--- src/rtl/fetch_mul_arbiter_if.sv ---
// Request/response bundle for the shared fetch multiplier: per-requester
// valid/ready pairs, flattened operands, shared product bus and op counter.
interface fetch_mul_arbiter_if #(
    parameter int NUM_REQ = 2,
    parameter int A_W     = 16,
    parameter int B_W     = 16,
    parameter int P_W     = 20
);
    logic [NUM_REQ-1:0]     req_valid;
    logic [NUM_REQ-1:0]     req_ready;
    logic [NUM_REQ*A_W-1:0] req_a;
    logic [NUM_REQ*B_W-1:0] req_b;
    logic [NUM_REQ-1:0]     rsp_valid;
    logic [NUM_REQ-1:0]     rsp_ready;
    logic [P_W-1:0]         rsp_p;
    logic                   rsp_ovf;
    logic [31:0]            op_count;

    modport slave (
        input  req_valid, req_a, req_b, rsp_ready,
        output req_ready, rsp_valid, rsp_p, rsp_ovf, op_count
    );

    modport master (
        output req_valid, req_a, req_b, rsp_ready,
        input  req_ready, rsp_valid, rsp_p, rsp_ovf, op_count
    );
endinterface

--- src/rtl/fetch_mul_arbiter.sv ---
// Round-robin arbiter sharing one combinational unsigned multiplier between
// NUM_REQ requesters; the truncated product is registered and held until drained.
module fetch_mul_arbiter #(
    parameter int NUM_REQ = 2,
    parameter int A_W     = 16,
    parameter int B_W     = 16,
    parameter int P_W     = 20
) (
    input  logic                 ap_clk,
    input  logic                 ap_rst,
    fetch_mul_arbiter_if.slave   bus
);
    localparam int IDX_W = (NUM_REQ > 1) ? $clog2(NUM_REQ) : 1;
    localparam int F_W   = A_W + B_W;

    logic [NUM_REQ-1:0] r_rsp_valid;
    logic [P_W-1:0]     r_rsp_p;
    logic               r_rsp_ovf;
    logic [IDX_W-1:0]   r_owner;
    logic [IDX_W-1:0]   r_last;
    logic [31:0]        r_op_count;

    logic               w_held;
    logic               w_drain;
    logic               w_free;
    logic               w_found;
    logic [IDX_W-1:0]   w_gnt_idx;
    logic [NUM_REQ-1:0] w_req_ready;
    logic               w_fire;
    logic [A_W-1:0]     w_a;
    logic [B_W-1:0]     w_b;
    logic [F_W-1:0]     w_prod;

    // rsp_valid is only ever one-hot at the owner, so any set bit means held.
    assign w_held  = |r_rsp_valid;
    assign w_drain = r_rsp_valid[r_owner] & bus.rsp_ready[r_owner];
    assign w_free  = !w_held || w_drain;

    always_comb begin
        w_found   = 1'b0;
        w_gnt_idx = '0;
        for (int unsigned k = 1; k <= NUM_REQ; k++) begin
            logic [IDX_W-1:0] v_cand;
            v_cand = IDX_W'((32'(r_last) + k) % NUM_REQ);
            if (!w_found && bus.req_valid[v_cand]) begin
                w_found   = 1'b1;
                w_gnt_idx = v_cand;
            end
        end
    end

    assign w_req_ready = (!ap_rst && w_free && w_found) ? (NUM_REQ'(1) << w_gnt_idx) : '0;
    assign w_fire      = |(bus.req_valid & w_req_ready);

    always_comb begin
        w_a = '0;
        w_b = '0;
        for (int unsigned i = 0; i < NUM_REQ; i++) begin
            if (w_gnt_idx == IDX_W'(i)) begin
                w_a = bus.req_a[i*A_W +: A_W];
                w_b = bus.req_b[i*B_W +: B_W];
            end
        end
    end

    assign w_prod = {{B_W{1'b0}}, w_a} * {{A_W{1'b0}}, w_b};

    always_ff @(posedge ap_clk or posedge ap_rst) begin
        if (ap_rst) begin
            r_rsp_valid <= '0;
            r_rsp_p     <= '0;
            r_rsp_ovf   <= 1'b0;
            r_owner     <= '0;
            r_last      <= IDX_W'(NUM_REQ - 1);
            r_op_count  <= '0;
        end else if (w_fire) begin
            r_rsp_p     <= w_prod[P_W-1:0];
            r_rsp_ovf   <= |w_prod[F_W-1:P_W];
            r_owner     <= w_gnt_idx;
            r_rsp_valid <= NUM_REQ'(1) << w_gnt_idx;
            r_last      <= w_gnt_idx;
            r_op_count  <= r_op_count + 32'd1;
        end else if (!(w_held && !w_drain)) begin
            r_rsp_valid <= '0;
        end
    end

    assign bus.req_ready = w_req_ready;
    assign bus.rsp_valid = r_rsp_valid;
    assign bus.rsp_p     = r_rsp_p;
    assign bus.rsp_ovf   = r_rsp_ovf;
    assign bus.op_count  = r_op_count;
endmodule
--- src/flat_wrapper.sv ---
// flat-port wrapper written by rule: the top's interface ports become plain ports
module fetch_mul_arbiter_flat 
#(
    parameter int NUM_REQ = 2,
    parameter int A_W     = 16,
    parameter int B_W     = 16,
    parameter int P_W     = 20
)
  (ap_clk, ap_rst, bus_req_valid, bus_req_a, bus_req_b, bus_rsp_ready, bus_req_ready, bus_rsp_valid, bus_rsp_p, bus_rsp_ovf, bus_op_count);
  fetch_mul_arbiter_if #(.NUM_REQ(NUM_REQ), .A_W(A_W), .B_W(B_W), .P_W(P_W)) bus_i ();
  input  logic ap_clk;
  input  logic ap_rst;
  input wire logic [$bits(bus_i.req_valid)-1:0] bus_req_valid;
  input wire logic [$bits(bus_i.req_a)-1:0] bus_req_a;
  input wire logic [$bits(bus_i.req_b)-1:0] bus_req_b;
  input wire logic [$bits(bus_i.rsp_ready)-1:0] bus_rsp_ready;
  output wire logic [$bits(bus_i.req_ready)-1:0] bus_req_ready;
  output wire logic [$bits(bus_i.rsp_valid)-1:0] bus_rsp_valid;
  output wire logic [$bits(bus_i.rsp_p)-1:0] bus_rsp_p;
  output wire logic [$bits(bus_i.rsp_ovf)-1:0] bus_rsp_ovf;
  output wire logic [$bits(bus_i.op_count)-1:0] bus_op_count;
  assign bus_i.req_valid = bus_req_valid;
  assign bus_i.req_a = bus_req_a;
  assign bus_i.req_b = bus_req_b;
  assign bus_i.rsp_ready = bus_rsp_ready;
  assign bus_req_ready = bus_i.req_ready;
  assign bus_rsp_valid = bus_i.rsp_valid;
  assign bus_rsp_p = bus_i.rsp_p;
  assign bus_rsp_ovf = bus_i.rsp_ovf;
  assign bus_op_count = bus_i.op_count;
  fetch_mul_arbiter #(.NUM_REQ(NUM_REQ), .A_W(A_W), .B_W(B_W), .P_W(P_W)) u_core (.ap_clk(ap_clk), .ap_rst(ap_rst), .bus(bus_i));
endmodule
--- config.mk ---
export PLATFORM = sky130hd
export DESIGN_NAME = fetch_mul_arbiter_flat
export DESIGN_NICKNAME = d
export VERILOG_FILES = /design/src/rtl/fetch_mul_arbiter_if.sv /design/src/rtl/fetch_mul_arbiter.sv /design/src/flat_wrapper.sv
export SDC_FILE = /design/constraint.sdc
export NUM_CORES = 1
export LEC_CHECK = 0
export CELL_PAD_IN_SITES_DETAIL_PLACEMENT = 1
export CELL_PAD_IN_SITES_GLOBAL_PLACEMENT = 1
export CORE_MARGIN = 5
export CORE_UTILIZATION = 41
export DETAILED_ROUTE_END_ITERATION = 8
export PLACE_DENSITY_LB_ADDON = 0.2
export SYNTH_ARGS = -nofsm -noshare
export SYNTH_HDL_FRONTEND = slang
export SYNTH_SLANG_ARGS = --single-unit
--- constraint.sdc ---
create_clock -name ap_clk -period 7.3 [get_ports ap_clk]
set_input_delay 1.46 -clock ap_clk [delete_from_list [all_inputs] [get_ports ap_clk]]
set_output_delay 1.46 -clock ap_clk [all_outputs]
set_load 0.02 [all_outputs]
==> flow_summary_export.csv <==
group,metric,value,unit
floorplan,fp.dieW,175,um
synth,syn_area,0.0112,mm2
synth,synth_compound_area_share,6.63,%
timing,hold_viol_final,0,
floorplan,die_area,0.0308,mm2
worst_setup_path,r2r_start,"u_core.r_last$_DFFE_PP1N_",
synth,synth_xor_area_share,4.30,%
routing,drt_first_iter_violations,423,
floorplan,start_util,41.6,%
worst_setup_path,crit_type,"in -> reg",
routing,wl,40000,um
routing,viasPerCell,5.25,
timing,fin_skew,0.00684,ns
timing,max_freq,0.129,GHz
synth,syn-instance-count,1250,
layout,area_growth,40.1,%
synth,synth_edf_count,0,
global_route,grt_usage,25.1,%
global_route,grt_pass1_vias,11470,
worst_setup_path,worstPathRequired,7.49,ns
cts,cts_tree,"yes",
cts,ctsHtreeMaxLevel,3,
cts,cts_max_path_buffers,2,
run_status,violations,"negative setup slack",
placed_design,gp_congestion,0.942,
cts,clkTransAtPathRegs,0.05,ns
synth,synth.distinct_cells,63,
worst_setup_path,endpoint_kind,"register",
timing,layout_setup_ws,-0.477,ns
layout,nets,1953,
routing,firstDrtPassIters,7,
worst_setup_path,r2r_end,"u_core.bus.rsp_ovf$_DFFE_PP0N_",
synth,ys_seq_elements,57,
routing,via_count,10131,
floorplan,coreArea,0.0270,mm2
worst_setup_path,critPathLaunch,"bus_req_valid[1]",
routing,ant_nets,0,
cts,cts-root-buf,"clkbuf_16",
global_route,antenna_found_initial,0,
worst_setup_path,critPathCapture,"u_core.bus.rsp_ovf$_DFFE_PP0N_",
cts,cts_buffers,9,
cts,clock-sinks,57,
floorplan,rows,60,
floorplan,pin_count,127,
worst_setup_path,ff2ff_path_depth,27,
routing,drc,0,
placed_design,hpwl,32500,um
worst_setup_path,arrival,7.97,ns
timing,setup_viol,3,
synth,async_flop_share,100,%
timing,finalCritPeriodShare,107,%
synth,synth.avg_cell_area,8.97,um2
timing,finalSetupTns,-0.533,ns
synth,synthAdderAreaFrac,46.3,%
synth,yosysWarnings,0,
timing,slew_violations,0,
timing,period_needed,7.78,ns
worst_setup_path,critPathMaxFanout,7,
global_route,overflow,0,
job,cap_violations,0,
global_route,grt_max_degree,49,
synth,syn_nets,1619,
synth,synth_simple_gate_area_share,15.3,%
worst_setup_path,start_kind,"input port",
floorplan,dieHeight,175,um
timing,rsz0062_at_grt,"yes",
synth,synth_top_family_by_area,"adder cells",
routing,routedWlPerCell,20.7,um
placed_design,io_buffers,126,
layout,drive_gt1_share,23.7,%
cts,hold_buffers,0,
synth,synth_ff_type,"dfrtp_1",
worst_setup_path,r2r_slack,0.36,ns
layout,antenna_cells,0,
global_route,grt_pass1_wl,60800,um
timing,relSlewSlack,58.1,%
synth,synth.area.mux_share,5.77,%
timing,worstMarginPinSlew,0.629,ns
cts,clk_latency,0.32,ns
hold_path,hold_class,"reg -> reg",
run_status,status,"finished with violations",
synth,yosysSeqAreaShare,12.7,%
[Yosys cell counts (3+ instances only)]
master	count	area [um2]
a211oi_1	5	37.5
a21o_1	9	67.6
a21oi_1	31	155
a31oi_1	6	37.5
and3_1	7	43.8
and3_2	3	22.5
buf_1	3	11.3
clkbuf_1	23	86.3
dfrtp_1	56	1400
fa_1	194	3880
ha_1	105	1310
inv_1	224	841
mux2_2	29	327
mux2i_1	32	320
nand2_1	167	627
nand2b_1	13	81.3
nand3_1	23	115
nand4_1	5	31.3
nor2_1	163	612
nor2b_1	4	25.0
nor3_1	6	30.0
o211a_1	3	30.0
o211ai_1	3	22.5
o21ai_0	27	135
o21bai_1	3	22.5
o31ai_1	3	22.5
or2_2	5	31.3
xnor2_1	34	298
xor2_1	21	184
[kinds of logic after synthesis]
| logic type | after synthesis |
|---|---|
| compound gates | 114 |
| flops | 57 |
| xor+xnor | 55 |
| buf+inv | 256 |
| fa+ha+maj | 299 |
| simple gates | 408 |
| mux | 61 |
[cells in the final DEF, fill, tap and decap left out, types with 6 or more instances in the layout]
master,instances
xnor2_1,34
mux2_4,23
nand3_1,21
nand2_2,13
buf_6,14
and3_1,6
mux2i_1,13
ha_1,92
a21o_1,9
clkbuf_16,9
xor2_1,18
mux2i_4,15
dfrtp_1,56
buf_4,201
a31oi_1,6
mux2_2,7
nand2b_1,10
fa_2,8
nand2_1,154
a21oi_1,23
nor2_1,158
inv_1,220
fa_1,186
clkdlybuf4s50_1,124
ha_4,12
buf_12,15
o21ai_0,21
[worst max-delay path, cell delays in order]
cell and delay [ns]:
buf_6 0.07, a21boi_4 0.24, buf_12 0.18, buf_4 0.13
mux2i_4 0.30, buf_6 0.14, nor2_2 0.04, fa_1 0.55
inv_1 0.06, fa_1 0.54, inv_1 0.06, fa_1 0.50
fa_1 0.44, fa_1 0.52, inv_1 0.06, fa_1 0.51
inv_2 0.05, ha_4 0.26, buf_4 0.14, nand3_2 0.08
nor3_2 0.05, o2111a_1 0.14, or3_4 0.41, a311o_1 0.32
a31oi_1 0.21, xnor2_1 0.11, nor4_2 0.23, a31oi_1 0.13
[per-layer routing]
| metal | GRT usage (%) | wire length (um) | up-vias |
|---|---|---|---|
| li1 | - | - | 4587 |
| met1 | 30.3 | 15600 | 5213 |
| met2 | 46.8 | 21600 | 253 |
| met3 | 2.97 | 1690 | 78 |
| met4 | 7.50 | 1130 | 0 |
| met5 | 0 | 0 | - |
[cell type report]
type	count	area, um2
fill	3031	11200
multi-input combinational	938	9500
timing repair buffer	354	3210
sequential	57	1430
inverter	224	841
tap	341	427
clock buffer	14	274
clock inverter	2	35.0
[worst min path at each step]
| stage | from | end | slack (ns) | cells past startpoint |
|---|---|---|---|---|
| after floorplan | u_core.r_last$_DFFE_PP1N_ | u_core.r_last$_DFFE_PP1N_ | 0.45 | 2 |
| final | u_core.bus.op_count[31]$_DFFE_PP0N_ | u_core.bus.op_count[31]$_DFFE_PP0N_ | 0.47 | 1 |
| after detailed placement | u_core.bus.op_count[31]$_DFFE_PP0N_ | u_core.bus.op_count[31]$_DFFE_PP0N_ | 0.47 | 1 |
| after global placement | u_core.bus.op_count[31]$_DFFE_PP0N_ | u_core.bus.op_count[31]$_DFFE_PP0N_ | 0.46 | 1 |
| after global routing | u_core.bus.rsp_p[15]$_DFFE_PP0N_ | u_core.bus.rsp_p[15]$_DFFE_PP0N_ | 0.51 | 2 |
| after CTS | u_core.bus.op_count[31]$_DFFE_PP0N_ | u_core.bus.op_count[31]$_DFFE_PP0N_ | 0.48 | 1 |
[what timing repair did]
action,CTS,global route
buffers inserted,18,29
pin swaps,18,46
gates cloned,1,1
setup endpoints to repair,10,11
resized for setup,29,64
[registers in the layout, summed over array words and instances, names as in the netlist]
register              cells
u_core.r_last             1
u_core.bus.rsp_p         20
u_core.bus.op_count      32
u_core.bus.rsp_valid      2
u_core.bus.rsp_ovf        1
u_core.r_owner            1
[per-stage QoR]
stage / worst slack (ns) / hold slack (ns) / instance area, um2 / std cells / util (%)
after detailed placement: -1.08 / 0.471 / 14600 / 1866 / 54.2
after global placement: -1.13 / 0.459 / 14600 / 1866 / 54.2
after CTS: -0.499 / 0.478 / 15200 / 1901 / 56.4
after global routing: -0.618 / 0.508 / 15700 / 1930 / 58.3
final: -0.477 / 0.469 / 15700 / 1930 / 58.3
after floorplan: -0.0168 / 0.447 / 11800 / 1250 / -
Power is left out: the tool's default activity adds up to more than one toggle a clock period on the data nets, which glitch-free logic cannot reach.
